[src/rtl/fetch_queue.sv]
// Dual-issue instruction fetch queue: accepts one or two instructions per cycle and
// presents the two oldest entries to decode as an in-order pair with per-slot valids.
module fetch_queue #(
   parameter int unsigned DEPTH = 8,
   parameter int unsigned XLEN  = 64
) (
   input  logic                     clk,
   input  logic                     rst_n,
   input  logic                     flush,
   input  logic                     in_valid,
   input  logic                     in_two,
   input  logic [XLEN-1:0]          in_pc,
   input  logic [31:0]              in_instr0,
   input  logic [31:0]              in_instr1,
   output logic                     in_ready,
   output logic [31:0]              instrA,
   output logic [31:0]              instrB,
   output logic [XLEN-1:0]          pcA,
   output logic [XLEN-1:0]          pcB,
   output logic                     validA,
   output logic                     validB,
   input  logic [1:0]               deq,
   output logic [$clog2(DEPTH):0]   count
);

   localparam int unsigned PtrW = $clog2(DEPTH);
   localparam int unsigned CntW = PtrW + 1;
   localparam logic [31:0] Nop  = 32'h00000013;

   logic [31:0]     instrMem [DEPTH];
   logic [XLEN-1:0] pcMem    [DEPTH];

   logic [PtrW-1:0] rdPtrQ, rdPtrD;
   logic [PtrW-1:0] wrPtrQ, wrPtrD;
   logic [CntW-1:0] countQ, countD;

   logic [PtrW-1:0] rdPtr1;
   logic [PtrW-1:0] wrPtr1;
   logic            pushEn;
   logic [CntW-1:0] pushNum;
   logic [1:0]      avail;
   logic [1:0]      deqEff;

   assign rdPtr1 = rdPtrQ + PtrW'(1);
   assign wrPtr1 = wrPtrQ + PtrW'(1);

   // Readiness uses the pre-dequeue occupancy: no credit for a same-cycle deq.
   assign in_ready = rst_n && (countQ <= CntW'(DEPTH - 2));
   assign pushEn   = in_valid && in_ready && !flush;

   assign validA = (countQ != '0);
   assign validB = (countQ >= CntW'(2));
   assign count  = countQ;

   // Invalid slots show a NOP so decode always sees a legal encoding.
   always_comb begin
      instrA = Nop;
      pcA    = '0;
      instrB = Nop;
      pcB    = '0;
      if (validA) begin
         instrA = instrMem[rdPtrQ];
         pcA    = pcMem[rdPtrQ];
      end
      if (validB) begin
         instrB = instrMem[rdPtr1];
         pcB    = pcMem[rdPtr1];
      end
   end

   always_comb begin
      avail   = {1'b0, validA} + {1'b0, validB};
      deqEff  = (deq > avail) ? avail : deq;
      pushNum = '0;
      if (pushEn) begin
         pushNum = in_two ? CntW'(2) : CntW'(1);
      end
      rdPtrD = rdPtrQ + PtrW'(deqEff);
      wrPtrD = wrPtrQ + PtrW'(pushNum);
      countD = countQ + pushNum - CntW'(deqEff);
      if (flush) begin
         rdPtrD = '0;
         wrPtrD = '0;
         countD = '0;
      end
   end

   always_ff @(posedge clk) begin
      if (!rst_n) begin
         rdPtrQ <= '0;
         wrPtrQ <= '0;
         countQ <= '0;
      end else begin
         rdPtrQ <= rdPtrD;
         wrPtrQ <= wrPtrD;
         countQ <= countD;
      end
   end

   // Entry storage is deliberately not reset.
   always_ff @(posedge clk) begin
      if (pushEn) begin
         instrMem[wrPtrQ] <= in_instr0;
         pcMem[wrPtrQ]    <= in_pc;
         if (in_two) begin
            instrMem[wrPtr1] <= in_instr1;
            pcMem[wrPtr1]    <= in_pc + XLEN'(4);
         end
      end
   end

endmodule

[config.mk]
export PLATFORM = sky130hd
export DESIGN_NAME = fetch_queue
export DESIGN_NICKNAME = d
export VERILOG_FILES = /design/src/rtl/fetch_queue.sv
export SDC_FILE = /design/constraint.sdc
export NUM_CORES = 2
export LEC_CHECK = 0
export BUFFER_PORTS_ARGS = -buffer_cell sky130_fd_sc_hd__buf_2
export CORE_MARGIN = 10
export CORE_UTILIZATION = 65
export DETAILED_ROUTE_END_ITERATION = 8
export PLACE_DENSITY = 0.85
export SLEW_MARGIN = 20
export SYNTH_ARGS = -nofsm -noshare
export SYNTH_HDL_FRONTEND = slang
export SYNTH_SLANG_ARGS = --single-unit
[constraint.sdc]
create_clock -name clk -period 29.4 [get_ports clk]
set_clock_uncertainty 0.1 [all_clocks]
set_input_delay 4.41 -clock clk [delete_from_list [all_inputs] [get_ports clk]]
set_output_delay 4.41 -clock clk [all_outputs]
set_load 0.02 [all_outputs]
# After elaboration in Yosys (flattened, before gate mapping)

Memories as Yosys holds them, arrays and structs flattened. A register that Yosys moved wholly into a read port is not among the register bits.
Index checks and enable logic that the tools add are counted.

Register bits after elaboration: 10
Bits in writable memories: 768
Logic and storage cells: 37
Memories kept: 2

Memories:

| memory   | depth | bits a word | rd ports | clocked after Yosys merged registers in | wr ports | line | source |
|---|---|---|---|---|---|---|---|
| pcMem    | 8     | 64          | 2        | 1                                       | 2        | 31   | `logic [XLEN-1:0] pcMem [DEPTH];` |
| instrMem | 8     | 32          | 2        | 1                                       | 2        | 30   | `logic [31:0] instrMem [DEPTH];` |

Add/sub/neg operators: 8
Order comparisons: 3
Mux-type cells: 14
Bitwise logic cells: 1
Reductions and logical operators: 6

Operator list:

| operator                                                                             | count |
|---|---|
| 64-bit 2-to-1 mux                                                                    | 2 |
| 64-bit by 3-bit adder with 64-bit output (second input constant)                     | 1 |
| 32-bit 2-to-1 mux                                                                    | 2 |
| 3-bit by 1-bit adder with 3-bit output (second input constant)                       | 2 |
| 2-bit 2-to-1 mux                                                                     | 3 |
| 3-bit 2-to-1 mux                                                                     | 2 |
| 1-bit 2-to-1 mux                                                                     | 5 |
| 4-bit adder                                                                          | 1 |
| 4-bit by 2-bit greater-or-equal comparator with 1-bit output (second input constant) | 1 |
| 4-bit by 3-bit <= comparator with 1-bit output (second input constant)               | 1 |
| 4-bit nonzero test                                                                   | 1 |
| 4-bit by 2-bit subtractor with 4-bit output                                          | 1 |
| 3-bit by 2-bit adder with 3-bit output                                               | 1 |
| 3-bit adder                                                                          | 1 |
| 1-bit logical AND                                                                    | 3 |
| 1-bit by 1-bit adder with 2-bit output                                               | 1 |
| 2-bit greater-than comparator                                                        | 1 |
| 2-bit OR reduction                                                                   | 1 |
| 1-bit zero test                                                                      | 1 |
| 1-bit NOT                                                                            | 1 |

# Logic depth before layout (Yosys ltp)

Depth after elaboration: 7
Depth in mapped cells: 20

# Worst setup path before layout

Ideal clock, no wire load.

Path type: input to register
Start point: input port rst_n
End point: memory instrMem[0][0] (enable)
Arrival time: 12.165 ns
Data required time: 28.609 ns
Setup slack: 16.444 ns
Cell stages on the path: 4
Cell sequence: and3_1 nand2_1 or2_2 o31ai_1

RTL lines:

| element            | line | source |
|---|---|---|
| start: declaration | 8    | `input logic rst_n,` |
| end: declaration   | 30   |  |

# Worst setup path in the final report

Start point: register rdPtrQ[0]
End point: output port pcB[23]

Word-level cells in the longest chain between the ends: 3

RTL lines:

| element                                | line | source |
|---|---|---|
| start: declaration                     | 33   | `logic [PtrW-1:0] rdPtrQ, rdPtrD;` |
| start signal: assignment               | 94   | `rdPtrQ <= rdPtrD;` |
| 3-bit by 1-bit adder with 3-bit output | 44   | `assign rdPtr1 = rdPtrQ + PtrW'(1);` |
| memory read 8 x 64 bit                 | n/a  |  |
| 64-bit 2-to-1 mux                      | 65   | `if (validB) begin` |
| end: declaration                       | 19   | `output logic [XLEN-1:0] pcB,` |

Every way passes these cells.

==> qor.yml <==
outcome: "finished, final reports clean"
initial_core_util: 0.659
coreArea_sq_um: 72000
die_y_um: 290
synth_flop_cell: "edfxtp_1"
hold_violations: 0
clkSinkCount: 778
tritoncts: "built"
drive_gt1_frac: 0.225
ant_nets: 0
mostFrequentLayoutCells: "nand2_1, edfxtp_1, mux4_2"
nNetsFinal: 4354
grt_usage: 0.359
synthAdderAreaFrac: 0.00564
antenna_found_initial: 42
die_w_um: 290
avgSynthCellArea_sq_um: 11.5
synth_nets: 4261
final_max_slew_viol_count: 0
clockBufferDepth: 3
finalSetupViolations: 0
power_density_nw_per_um2: 75.2
drc: 0
io_pins: 334
syn_area_sq_um: 47400
avgRoutedWirePerCell_um: 29.6
cpMostUsedCell: "buf_4"
cts_made_buffers: 82
ctsHoldBuffers: 0
seq_area_frac_synth: 0.490
synthMuxAreaShare: 0.203
cp_top_family: "buffers and inverters"
crit_buf_inv: 3
async_reset_ff_frac: 0
synthSimpleGateAreaFrac: 0.161
synth-edff-count: 768
clock_latency_ps: 650
worst_slew_pin_slew_ps: 1230
fin_area_sq_um: 52200
cpMaxStageDelayCell: "buf_4"
tns_ps: 0
endpoint_kind: "primary output"
period_minus_slack_ps: 9950
fmax_mhz: 100
totalWireLength_mm: 155
synth_xor_xnor_area_share: 0.0916
r2r_start: "count[2]"
critPathArrivalTime_ps: 5440
synth_compound_area_frac: 0.0114
vias_per_cell: 6.98
synth_top_family_by_area: "multiplexers"
crit_path_max_incr_delay_ps: 980
whs_path_depth: 2
critPathRequiredTime_ps: 24890
detailed_place_hpwl_mm: 94.3
via_count: 36632
peakVddDrop_uv: 81.3
dpl-instance-area_sq_um: 49400
ctsResizeCount: 0
relSlewSlack: 0.182
post_cts.repair.setup_buffers: 0
htree_num_levels: 3
grt_setup_unrepaired: "false"
routabilityCongestion: 1.03
crit_cells: 7
overflow: 0
die-area_sq_um: 84200
worstHoldPathType: "reg2reg"
drt_iter0_drc: 6212
io_buffer_count: 333
start_kind: "flip-flop"
cap_violations: 0
rows: 98
first_pass_iters: 8
reg2reg_depth: 17
utilization: 0.725
synthCells: 4107
worst-path-max-fanout: 56
final_common_cell: "nand2_1"
crit_chain: "ha_4 > buf_4 > buf_4 > mux4_2 > nand2_1 > a21oi_1 > buf_2"
grt_pass1_wl_mm: 229
grt_pass1_vias: 36828
syn2layout_area_growth_pct: 10.1
hp-start: "wrPtrQ[2]"
startpoint: "rdPtrQ[0]"
worstSetupPathType: "reg2out"
ys_ff_latch: 778
cts_root_buffer: "clkbuf_16"
p_leak_nw: 18.4
clk_pin_slew_ps: 60
grt_max_degree: 154
synth_warnings: 0
synth_cell_types: 48
period_share: 0.339
[layer usage]
layer | wire [um] | track usage | share of wire | vias to the layer above
met5 | 97 | 0 | 0.00063 | -
met4 | 9560 | 0.231 | 0.062 | 14
met3 | 24300 | 0.107 | 0.16 | 693
met1 | 48200 | 0.432 | 0.31 | 17541
met2 | 73000 | 0.559 | 0.47 | 3554
li1 | - | - | - | 14830
[registers in the layout, summed over array words and instances, names as in the netlist]
name      count
wrPtrQ        3
pcMem       512
rdPtrQ        3
instrMem    256
count         4
[cell families (layout without fill, tap and decap cells)]
family | count (synthesis) | in the layout
multiplexers | 481 | 481
adder cells (fa/ha/maj) | 19 | 19
flip-flops | 778 | 778
AO/OA/AOI/OAI | 106 | 106
XOR/XNOR | 496 | 496
other | 0 | 35
AND/OR/NAND/NOR | 1826 | 1826
buffers and inverters | 401 | 559
[stage by stage]
stage / cells / hold slack (ps) / setup WS [ps] / total power [mW]
2_1_floorplan: 4107 / 449 / 16440 / 2.36
6_report: 5250 / 521 / 19450 / 3.93
5_1_grt: 5243 / 561 / 19210 / 4.05
3_3_place_gp: 5066 / 479 / 19910 / 2.81
3_5_place_dp: 5066 / 494 / 19880 / 2.84
4_1_cts: 5215 / 507 / 19490 / 3.91
[tightest hold or removal path, cell delays in order, from the launching register on]
cell and delay (ps):
dfxtp_1 380, xnor2_1 160, nor2_1 40
[final timing paths]
path / to / slack, ps
max reg2reg: count[2] / 23600
min: wrPtrQ[2] / 520
max: pcB[23] / 19450
min reg2reg: wrPtrQ[2] / 520
[cells in the mapped netlist, types with 5 or more instances]
master / count / share of area
dfxtp_1: 10 / 0.0042
mux2i_1: 96 / 0.020
nand3_2: 7 / 0.0015
xor2_1: 329 / 0.061
inv_1: 14 / 0.0011
o21ai_0: 6 / 0.00063
buf_1: 103 / 0.0082
and3_1: 5 / 0.00066
clkbuf_1: 185 / 0.015
mux4_2: 384 / 0.18
buf_2: 42 / 0.0044
and2_1: 6 / 0.00079
nand2_1: 1149 / 0.091
xnor2_1: 167 / 0.031
a21oi_1: 96 / 0.010
nor3_1: 92 / 0.0097
nand2b_1: 5 / 0.00066
edfxtp_1: 768 / 0.49
nor4_1: 47 / 0.0062
ha_1: 15 / 0.0040
nor2_1: 381 / 0.030
buf_4: 50 / 0.0079
nand4_1: 50 / 0.0066
nand3_1: 46 / 0.0049
[area by class of cell]
cell class	instances	area (sq um)
diodes	35	87.6
clock buffers	104	2190
clock inverters	45	546
fillers	4501	19800
inverters	17	63.8
multi-input cells	2928	22700
flip-flops and latches	778	23300
well taps	950	1190
repair buffers	393	2140
[power breakdown]
part	leakage (nW)	switching [mW]	internal, mW
sequential	7.01	0.0269	1.24
clock	1.32	0.451	0.626
combinational	10.1	0.989	0.596
No activity file was read; power rests on OpenSTA's default activity.
